File: config.mk
export PLATFORM = sky130hd
export DESIGN_NAME = btn_conditioner
export DESIGN_NICKNAME = d
export VERILOG_FILES = /design/src/rtl/btn_conditioner.sv
export SDC_FILE = /design/constraint.sdc
export NUM_CORES = 1
export LEC_CHECK = 0
export BUFFER_PORTS_ARGS = -buffer_cell sky130_fd_sc_hd__buf_2
export CAP_MARGIN = 20
export CORE_MARGIN = 2
export CORE_UTILIZATION = 50
export DETAILED_ROUTE_END_ITERATION = 8
export PLACE_DENSITY_LB_ADDON = 0.3
export SYNTH_ARGS = -nofsm -noshare
export SYNTH_HDL_FRONTEND = slang
export SYNTH_SLANG_ARGS = --single-unit
File: constraint.sdc
create_clock -name clk -period 2.9 [get_ports clk]
set_input_delay 0.58 -clock clk [delete_from_list [all_inputs] [get_ports clk]]
set_output_delay 0.58 -clock clk [all_outputs]
set_load 0.02 [all_outputs]
File: src/rtl/btn_conditioner.sv
// Push-button front end: 2-flop sync, debounce, edge and long-press pulses.
// Optional auto-repeat while held is enabled by defining BTN_REPEAT_EN.
module btn_conditioner #(
  parameter int N_BTN             = 8,
  parameter int DEBOUNCE_CYCLES   = 1_000_000,
  parameter int LONG_PRESS_CYCLES = 300_000_000,
  parameter int REPEAT_CYCLES     = 20_000_000
) (
  input  logic             clk,
  input  logic             rst,
  input  logic [N_BTN-1:0] btn_raw,
  output logic [N_BTN-1:0] btn_level,
  output logic [N_BTN-1:0] btn_rise,
  output logic [N_BTN-1:0] btn_fall,
  output logic [N_BTN-1:0] btn_long,
  output logic [N_BTN-1:0] btn_held,
  output logic [N_BTN-1:0] btn_repeat
);

  localparam int DBW = $clog2(DEBOUNCE_CYCLES);
  localparam int HW  = $clog2(LONG_PRESS_CYCLES + 1);

  if (DEBOUNCE_CYCLES < 2 || LONG_PRESS_CYCLES < 2 ||
      REPEAT_CYCLES < 1) begin : g_param_chk
    $error("btn_conditioner: timing parameters out of range");
  end

  typedef enum logic [1:0] {
    IDLE,
    PRESSED,
    HELD
  } state_t;

  logic [N_BTN-1:0] s1;
  logic [N_BTN-1:0] s;

  always_ff @(posedge clk or negedge rst) begin
    if (!rst) begin
      s1 <= '0;
      s  <= '0;
    end else begin
      s1 <= btn_raw;
      s  <= s1;
    end
  end

  for (genvar i = 0; i < N_BTN; i++) begin : g_ch
    state_t         state;
    state_t         state_nxt;
    logic [DBW-1:0] db_cnt;
    logic [DBW-1:0] db_nxt;
    logic [HW-1:0]  hold_cnt;
    logic [HW-1:0]  hold_nxt;
    logic           level;
    logic           acc;
    logic           rise_nxt;
    logic           fall_nxt;
    logic           long_nxt;
    logic           rise_q;
    logic           fall_q;
    logic           long_q;

    assign level = (state != IDLE);

    always_comb begin
      db_nxt = '0;
      acc    = 1'b0;
      if (s[i] != level) begin
        if (db_cnt == DBW'(DEBOUNCE_CYCLES - 1))
          acc = 1'b1;
        else
          db_nxt = db_cnt + DBW'(1);
      end
    end

    assign rise_nxt = acc & ~level;
    assign fall_nxt = acc & level;

    // A release accepted on the threshold cycle wins over the long press.
    assign long_nxt = level & ~fall_nxt &
                      (hold_cnt == HW'(LONG_PRESS_CYCLES - 1));

    always_comb begin
      hold_nxt = '0;
      if (level) begin
        if (hold_cnt == HW'(LONG_PRESS_CYCLES))
          hold_nxt = hold_cnt;
        else
          hold_nxt = hold_cnt + HW'(1);
      end
    end

    always_comb begin
      state_nxt = state;
      unique case (state)
        IDLE:    if (rise_nxt) state_nxt = PRESSED;
        PRESSED: begin
          if (fall_nxt)      state_nxt = IDLE;
          else if (long_nxt) state_nxt = HELD;
        end
        HELD:    if (fall_nxt) state_nxt = IDLE;
        default: state_nxt = IDLE;
      endcase
    end

    always_ff @(posedge clk or negedge rst) begin
      if (!rst) begin
        state    <= IDLE;
        db_cnt   <= '0;
        hold_cnt <= '0;
        rise_q   <= 1'b0;
        fall_q   <= 1'b0;
        long_q   <= 1'b0;
      end else begin
        state    <= state_nxt;
        db_cnt   <= db_nxt;
        hold_cnt <= hold_nxt;
        rise_q   <= rise_nxt;
        fall_q   <= fall_nxt;
        long_q   <= long_nxt;
      end
    end

    assign btn_level[i] = level;
    assign btn_rise[i]  = rise_q;
    assign btn_fall[i]  = fall_q;
    assign btn_long[i]  = long_q;
    assign btn_held[i]  = (state == HELD);

`ifdef BTN_REPEAT_EN
    localparam int RW = (REPEAT_CYCLES > 1) ? $clog2(REPEAT_CYCLES) : 1;

    logic [RW-1:0] rep_cnt;
    logic          rep_q;

    always_ff @(posedge clk or negedge rst) begin
      if (!rst) begin
        rep_cnt <= '0;
        rep_q   <= 1'b0;
      end else begin
        rep_q <= 1'b0;
        if (state == HELD && !fall_nxt) begin
          if (rep_cnt == RW'(REPEAT_CYCLES - 1)) begin
            rep_cnt <= '0;
            rep_q   <= 1'b1;
          end else begin
            rep_cnt <= rep_cnt + RW'(1);
          end
        end else begin
          rep_cnt <= '0;
        end
      end
    end

    assign btn_repeat[i] = rep_q;
`else
    assign btn_repeat[i] = 1'b0;
`endif
  end

endmodule

==> flow_summary.yaml, run 1 <==
global_route:
  grt_overflow: 0
  grt_antenna_before_repair: 0
  grt_usage: 0.206
  grt_pass1_wl_um: 85200
  grt_pass1_vias: 18100
  grt_max_degree: 83
timing:
  slew_violations: 0
  tns_ns: 0
  fmax_mhz: 414
  finalClockSkew_ns: 0.0147
  min_period_ns: 2.41
  setup_viol: 0
  rsz0062_at_grt: "false"
  fin_crit_sh: 0.833
  finalHoldViolCount: 0
  worst_pin_slew_ns: 0.756
  max_slew_margin: 0.491
clock_network:
  cts_resized: 0
  cts_sinks: 448
  clk_pin_slew_ns: 0.06
  cts_hold_buf: 0
  tritoncts: "done"
  cts-root-buf: "clkbuf_16"
  cts_setup_buffers: 0
  clock_path_buffers: 3
  cts_buffers: 51
  htree_levels: 2
  insertion_delay_ns: 0.58
floorplan:
  core_area_mm2: 0.0464
  die_w_um: 220
  dieArea_mm2: 0.0486
  num_rows: 79
  start_util: 0.505
  die-height_um: 220
  io_pins: 58
synth:
  synth_edf_count: 0
  synth_warnings: 0
  synth_flop_cell: "dfrtp_1"
  ys_seq_elements: 448
  ys_seq_area_frac: 0.478
  synth-async-reset-ratio: 1.00
  syn_avg_cell_area_um2: 9.46
  synth_area_mm2: 0.0234
  netlist_instances: 2476
  ys_types: 67
worst_setup_path:
  start_kind: "flip-flop"
  r2r-start: "g_ch[6].hold_cnt[2]"
  critical_path_class: "flip-flop to flip-flop"
  rr_endpoint: "g_ch[6].hold_cnt[27]"
  reg2regPathDepth: 4
  required_ns: 3.41
  end_kind: "flip-flop"
  r2r_slack_ns: 0.49
  cp.arrival_ns: 2.92
  worstSetupEndpoint: "g_ch[6].hold_cnt[27]"
  critPathMaxFanout: 13
  crit_start: "g_ch[6].hold_cnt[2]"
run_status:
  status: "complete, no violations"
layout:
  stdcell_count: 3129
  syn2layout_area_growth_pct: 10.7
  drive_gt1_frac: 0.0888
  nets: 2514
  diodes: 0
  fin_util: 0.560
min_path:
  hold_path_class: "primary input to async pin"
routing:
  drcViolationCount: 0
  wl_per_cell_um: 15.8
  dr_total_vias: 18800
  routed_wl_um: 49500
  drt_iter0_drc: 1419
  viasPerCell: 6.00
  ant_nets: 0
  dr.pass1.iters: 5
job:
  drv_cap: 0
power:
  max-vdd-ir-drop_mv: 0.445
  p_leak_nw: 9.85
  p_per_area_mw_per_mm2: 516
placed_design:
  portBuffers: 49
  gp_congestion: 0.837
  dp.cells: 3034
  dp_hpwl_um: 33000
[metal layers]
| layer | global-route usage | routed length, µm |
|---|---|---|
| met5 | 0 | 0 |
| met4 | 0.0647 | 968 |
| met2 | 0.334 | 23500 |
| met1 | 0.284 | 22900 |
| met3 | 0.0344 | 2190 |
[worst min-delay path by stage]
stage	slack [ns]	start	endpoint	cells after the start
after floorplan	0.28	rst	g_ch[0].db_cnt[0]	0
after global placement	0.33	s1[2]	s[2]	0
after detailed placement	0.34	s1[1]	s[1]	0
after CTS	0.03	rst	g_ch[3].hold_cnt[9]	1
after global routing	0.05	rst	g_ch[3].hold_cnt[6]	1
final	0.02	rst	g_ch[3].hold_cnt[5]	1
[state kept, by name (all words and copies together), names as in the netlist]
register       flops
g_ch.hold_cnt    232
s                  8
g_ch.state        16
g_ch.rise_q        8
g_ch.db_cnt      160
g_ch.fall_q        8
s1                 8
g_ch.long_q        8
[layout by cell type (no fill, tap or decap), drive strengths merged, types with 15 or more instances in the layout]
master	n
or3	63
a21oi	175
xnor2	106
ha	24
nand2	150
inv	83
nor4b	31
and4	52
clkbuf	70
xor2	78
o31ai	115
nand4	112
nor4	68
nand3	154
dfrtp	448
nor2	234
nor3	59
or4	126
clkinv	15
o21ai	60
and3	34
and2	19
buf	85
[final cells by class]
type	instances	area [µm²]
Sequential cell	448	11200
Inverter	84	315
Timing Repair Buffer	85	613
Clock inverter	25	310
Fill cell	3988	20400
Multi-Input combinational cell	1810	11300
Tap cell	607	759
Clock buffer	70	1480
[cells in the mapped netlist (all sizes together) (7+ instances only)]
master,instances,area (µm²)
a21oi,175,876
a31oi,7,43.8
and2,19,119
and3,34,214
and4,52,457
buf,49,354
clkbuf,92,348
dfrtp,448,11200
ha,24,300
inv,83,312
mux2i,10,100
nand2,150,563
nand2b,12,75.1
nand3,154,771
nand4,112,707
nor2,234,878
nor2b,14,87.6
nor3,59,295
nor4,68,425
nor4b,31,278
nor4bb,10,100
o21ai,60,300
o311ai,7,61.3
o31ai,115,893
o41ai,8,70.1
or2,14,87.6
or3,63,395
or4,126,946
or4b,11,110
xnor2,106,928
xor2,78,683
[cell families (layout without fill, tap and decap cells)]
kind of cell	Yosys count	after routing	synth area share
simple gates	1181	1181	0.284
flops	448	448	0.478
compound gates	400	400	0.106
buf+inv	225	264	0.0434
xor+xnor	184	184	0.0688
fa+ha+maj	24	24	0.0128
mux	13	13	0.00571
other cells	1	8	0.000160
[power by group]
group | internal, W | total [W] | switching [W]
Clock | 0.00418 | 0.00678 | 0.00260
Combinational | 0.0000734 | 0.000275 | 0.000202
Sequential | 0.00629 | 0.00633 | 0.0000396
Total | 0.0105 | 0.0134 | 0.00284
[stage by stage]
stage,total power [W],setup slack (ns),hold WS [ns],instance area (µm²)
after detailed placement,0.00673,0.536,0.339,24200
after global routing,0.0139,0.332,0.0537,25900
after floorplan,0.00653,0.757,0.284,23500
final,0.0134,0.486,0.0167,25900
after CTS,0.0136,0.508,0.0252,25900
after global placement,0.00672,0.613,0.333,24200
[worst max-delay path: stages (launching register included)]
cell and delay, ns:
dfrtp_1 0.45, nand3_1 0.32, or4_1 0.84, or4_1 0.57, a21oi_1 0.16
No activity file was read; power rests on OpenSTA's default activity.
==> inputs of run 2 (changes only) <==
--- a/config.mk
+++ b/config.mk
@@ -5,6 +5,7 @@
 export SDC_FILE = /design/constraint.sdc
 export NUM_CORES = 1
 export LEC_CHECK = 0
+export ABC_AREA = 1
 export BUFFER_PORTS_ARGS = -buffer_cell sky130_fd_sc_hd__buf_2
 export CAP_MARGIN = 20
 export CORE_MARGIN = 2
==> constraint.sdc (replaced) <==
create_clock -name clk -period 2.1 [get_ports clk]
set_input_delay 0.42 -clock clk [delete_from_list [all_inputs] [get_ports clk]]
set_output_delay 0.42 -clock clk [all_outputs]
set_load 0.02 [all_outputs]
==> run 2 against run 1 <==
Global-route usage is 2.3 points higher. Clock skew up 0.0035 ns. Cell area increased by 12%. Highest routed layer unchanged.
==> flow_summary.yaml, run 2 <==
placed_design:
  portBuffers: 49
  gp_congestion: 0.946
  dp_hpwl_um: 44200
routing:
  viasPerCell: 5.20
  ant_nets: 0
  wl_per_cell_um: 13.3
  routed_wl_um: 60500
  drcViolationCount: 0
  dr.pass1.iters: 5
  dr_total_vias: 23600
  drt_iter0_drc: 1640
layout:
  final_cell_mix: "nand2_1 (908), nor2_1 (811), inv_1 (454), dfrtp_1 (447), nand3_1 (271)"
  top_regs: "g_ch.hold_cnt x232, g_ch.db_cnt x160, g_ch.state x16"
  multi_input_area_mm2: 0.0128
  diodes: 0
  fin_util: 0.565
  seqCellArea_mm2: 0.0112
  nets: 3861
  drive_gt1_frac: 0.0742
  syn2layout_area_growth_pct: 11.1
  nFillCells: 5024
  final_common_cell: "nand2_1"
  largest_reg_flops: 232
  largest_register: "g_ch.hold_cnt"
power:
  p_leak_nw: 12.3
  max-vdd-ir-drop_mv: 0.674
  p_per_area_mw_per_mm2: 630
synth:
  synth.top_cell.area_share: 0.428
  synth_warnings: 0
  ys_seq_area_frac: 0.428
  synth_area_mm2: 0.0262
  syn_avg_cell_area_um2: 6.99
  ys_types: 48
  synth_common_cells: "nand2_1 (908), nor2_1 (812), inv_1 (455)"
  netlist_instances: 3743
  synth_edf_count: 0
  synthTopCellsByArea: "dfrtp_1 (43%), nand2_1 (13%), nor2_1 (12%)"
  yosys.area.top_type: "dfrtp_1"
  yosysMostFrequentCell: "nand2_1"
  ys_seq_elements: 448
  synth_flop_cell: "dfrtp_1"
  synth-async-reset-ratio: 1.00
clock_network:
  cts-root-buf: "clkbuf_16"
  tritoncts: "done"
  cts_sinks: 448
  htree_levels: 2
  cts_buffers: 52
  insertion_delay_ns: 0.60
  clk_pin_slew_ns: 0.06
  clock_path_buffers: 3
worst_setup_path:
  required_ns: 1.68
  r2r-start: "g_ch[5].hold_cnt[0]"
  cp.arrival_ns: 1.58
  reg2regPathDepth: 10
  critical_path_class: "flip-flop to primary output"
  crit_start: "g_ch[7].state[0]"
  critPathMaxFanout: 25
  start_kind: "flip-flop"
  end_kind: "primary output"
timing:
  setup_viol: 0
  slew_violations: 0
  rsz0062_at_grt: "false"
  worst_pin_slew_ns: 0.605
  fin_crit_sh: 0.953
  finalClockSkew_ns: 0.0182
  tns_ns: 0
  finalHoldViolCount: 0
  fmax_mhz: 500
  min_period_ns: 2.00
  max_slew_margin: 0.593
floorplan:
  start_util: 0.508
  dieArea_mm2: 0.0542
  die-height_um: 233
  die_w_um: 233
  io_pins: 58
  core_area_mm2: 0.0515
  num_rows: 83
global_route:
  grt_pass1_vias: 22600
  grt_usage: 0.229
  grt_overflow: 0
  grt_max_degree: 94
  grt_antenna_before_repair: 0
  grt_pass1_wl_um: 105000
run_status:
  status: "complete, no violations"
min_path:
  hold_path_class: "primary input to async pin"
job:
  drv_cap: 0
run 2: cell types whose count changed in the layout (fill, tap and decap cells not counted), sizes merged, moves of 84 or more:
cell,delta
nand2,+779
or4,-126
nor2,+619
o31ai,-114
nand3,+125
nor3,+122
xnor2,-84
inv,+387
run 2: repair_timing:
action / 4_1_cts / 5_1_grt
hold buffers: 9 / 0
endpoints found under the setup margin: 4 / 5
hold endpoints to repair: 28 / 0
buffers inserted: 1 / 3
resized for setup: 6 / 6
run 2: path summary, 6_finish.rpt:
check | end | slack [ns]
max | btn_level[7] | 0.1
min | g_ch[7].db_cnt[15] | 0.29
max reg2reg | g_ch[5].state[0] | 0.36
min reg2reg | s[6] | 0.35
max in group asynchronous | g_ch[2].hold_cnt[17] | 0.98
min in group clk | s[6] | 0.35
run 2: worst max-delay path, cell delays in order, from the launching register on:
cell,delay (ns)
dfrtp_1,0.44
inv_1,0.20
nand2_8,0.15
buf_2,0.20
run 2: where the power goes:
group | leakage [nW] | internal [W] | switching [W]
combinational | 5.21 | 0.000103 | 0.000305
clock | 0.863 | 0.00553 | 0.00367
sequential | 6.20 | 0.00869 | 0.0000396
run 2: final cells by class:
type | count | area share
clock buffer | 74 | 0.0524
inverter | 469 | 0.0606
timing repair buffer | 89 | 0.0231
clock inverter | 21 | 0.00770
sequential | 448 | 0.385
multi-input combinational | 2767 | 0.442
tap | 680 | 0.0292
run 2: per-stage QoR:
stage          worst slack (ns)  total power (W)  cell area (µm²)  hold slack [ns]  std cells
6_report                 0.0983           0.0183            29100            0.291       4548
3_5_place_dp              0.368          0.00930            27200            0.328       4440
2_1_floorplan             0.495          0.00904            26200            0.124       3750
5_1_grt                 0.00311           0.0190            29100            0.283       4548
3_3_place_gp              0.407          0.00929            27200            0.326       4440
4_1_cts                  0.0112           0.0186            29000            0.270       4545
run 2: kinds of logic (layout without fill, tap and decap cells):
kind of cell	count (synthesis)	in the layout	synth area share
other	1	8	0.000143
adders and majority gates	24	24	0.0115
buffers and inverters	535	653	0.0832
xor gates and xnor gates	86	86	0.0288
and+or+nand+nor	2421	2421	0.402
DFF	448	448	0.428
AOI/OAI and AO/OA	228	228	0.0467
run 2: routing by layer:
| metal | vias to the layer above | track usage | part of all wire |
|---|---|---|---|
| met5 | - | 0 | 0 |
| met4 | 0 | 0.0631 | 0.021 |
| met3 | 102 | 0.0349 | 0.046 |
| met2 | 533 | 0.379 | 0.46 |
| met1 | 10900 | 0.313 | 0.47 |
| li1 | 12100 | - | - |
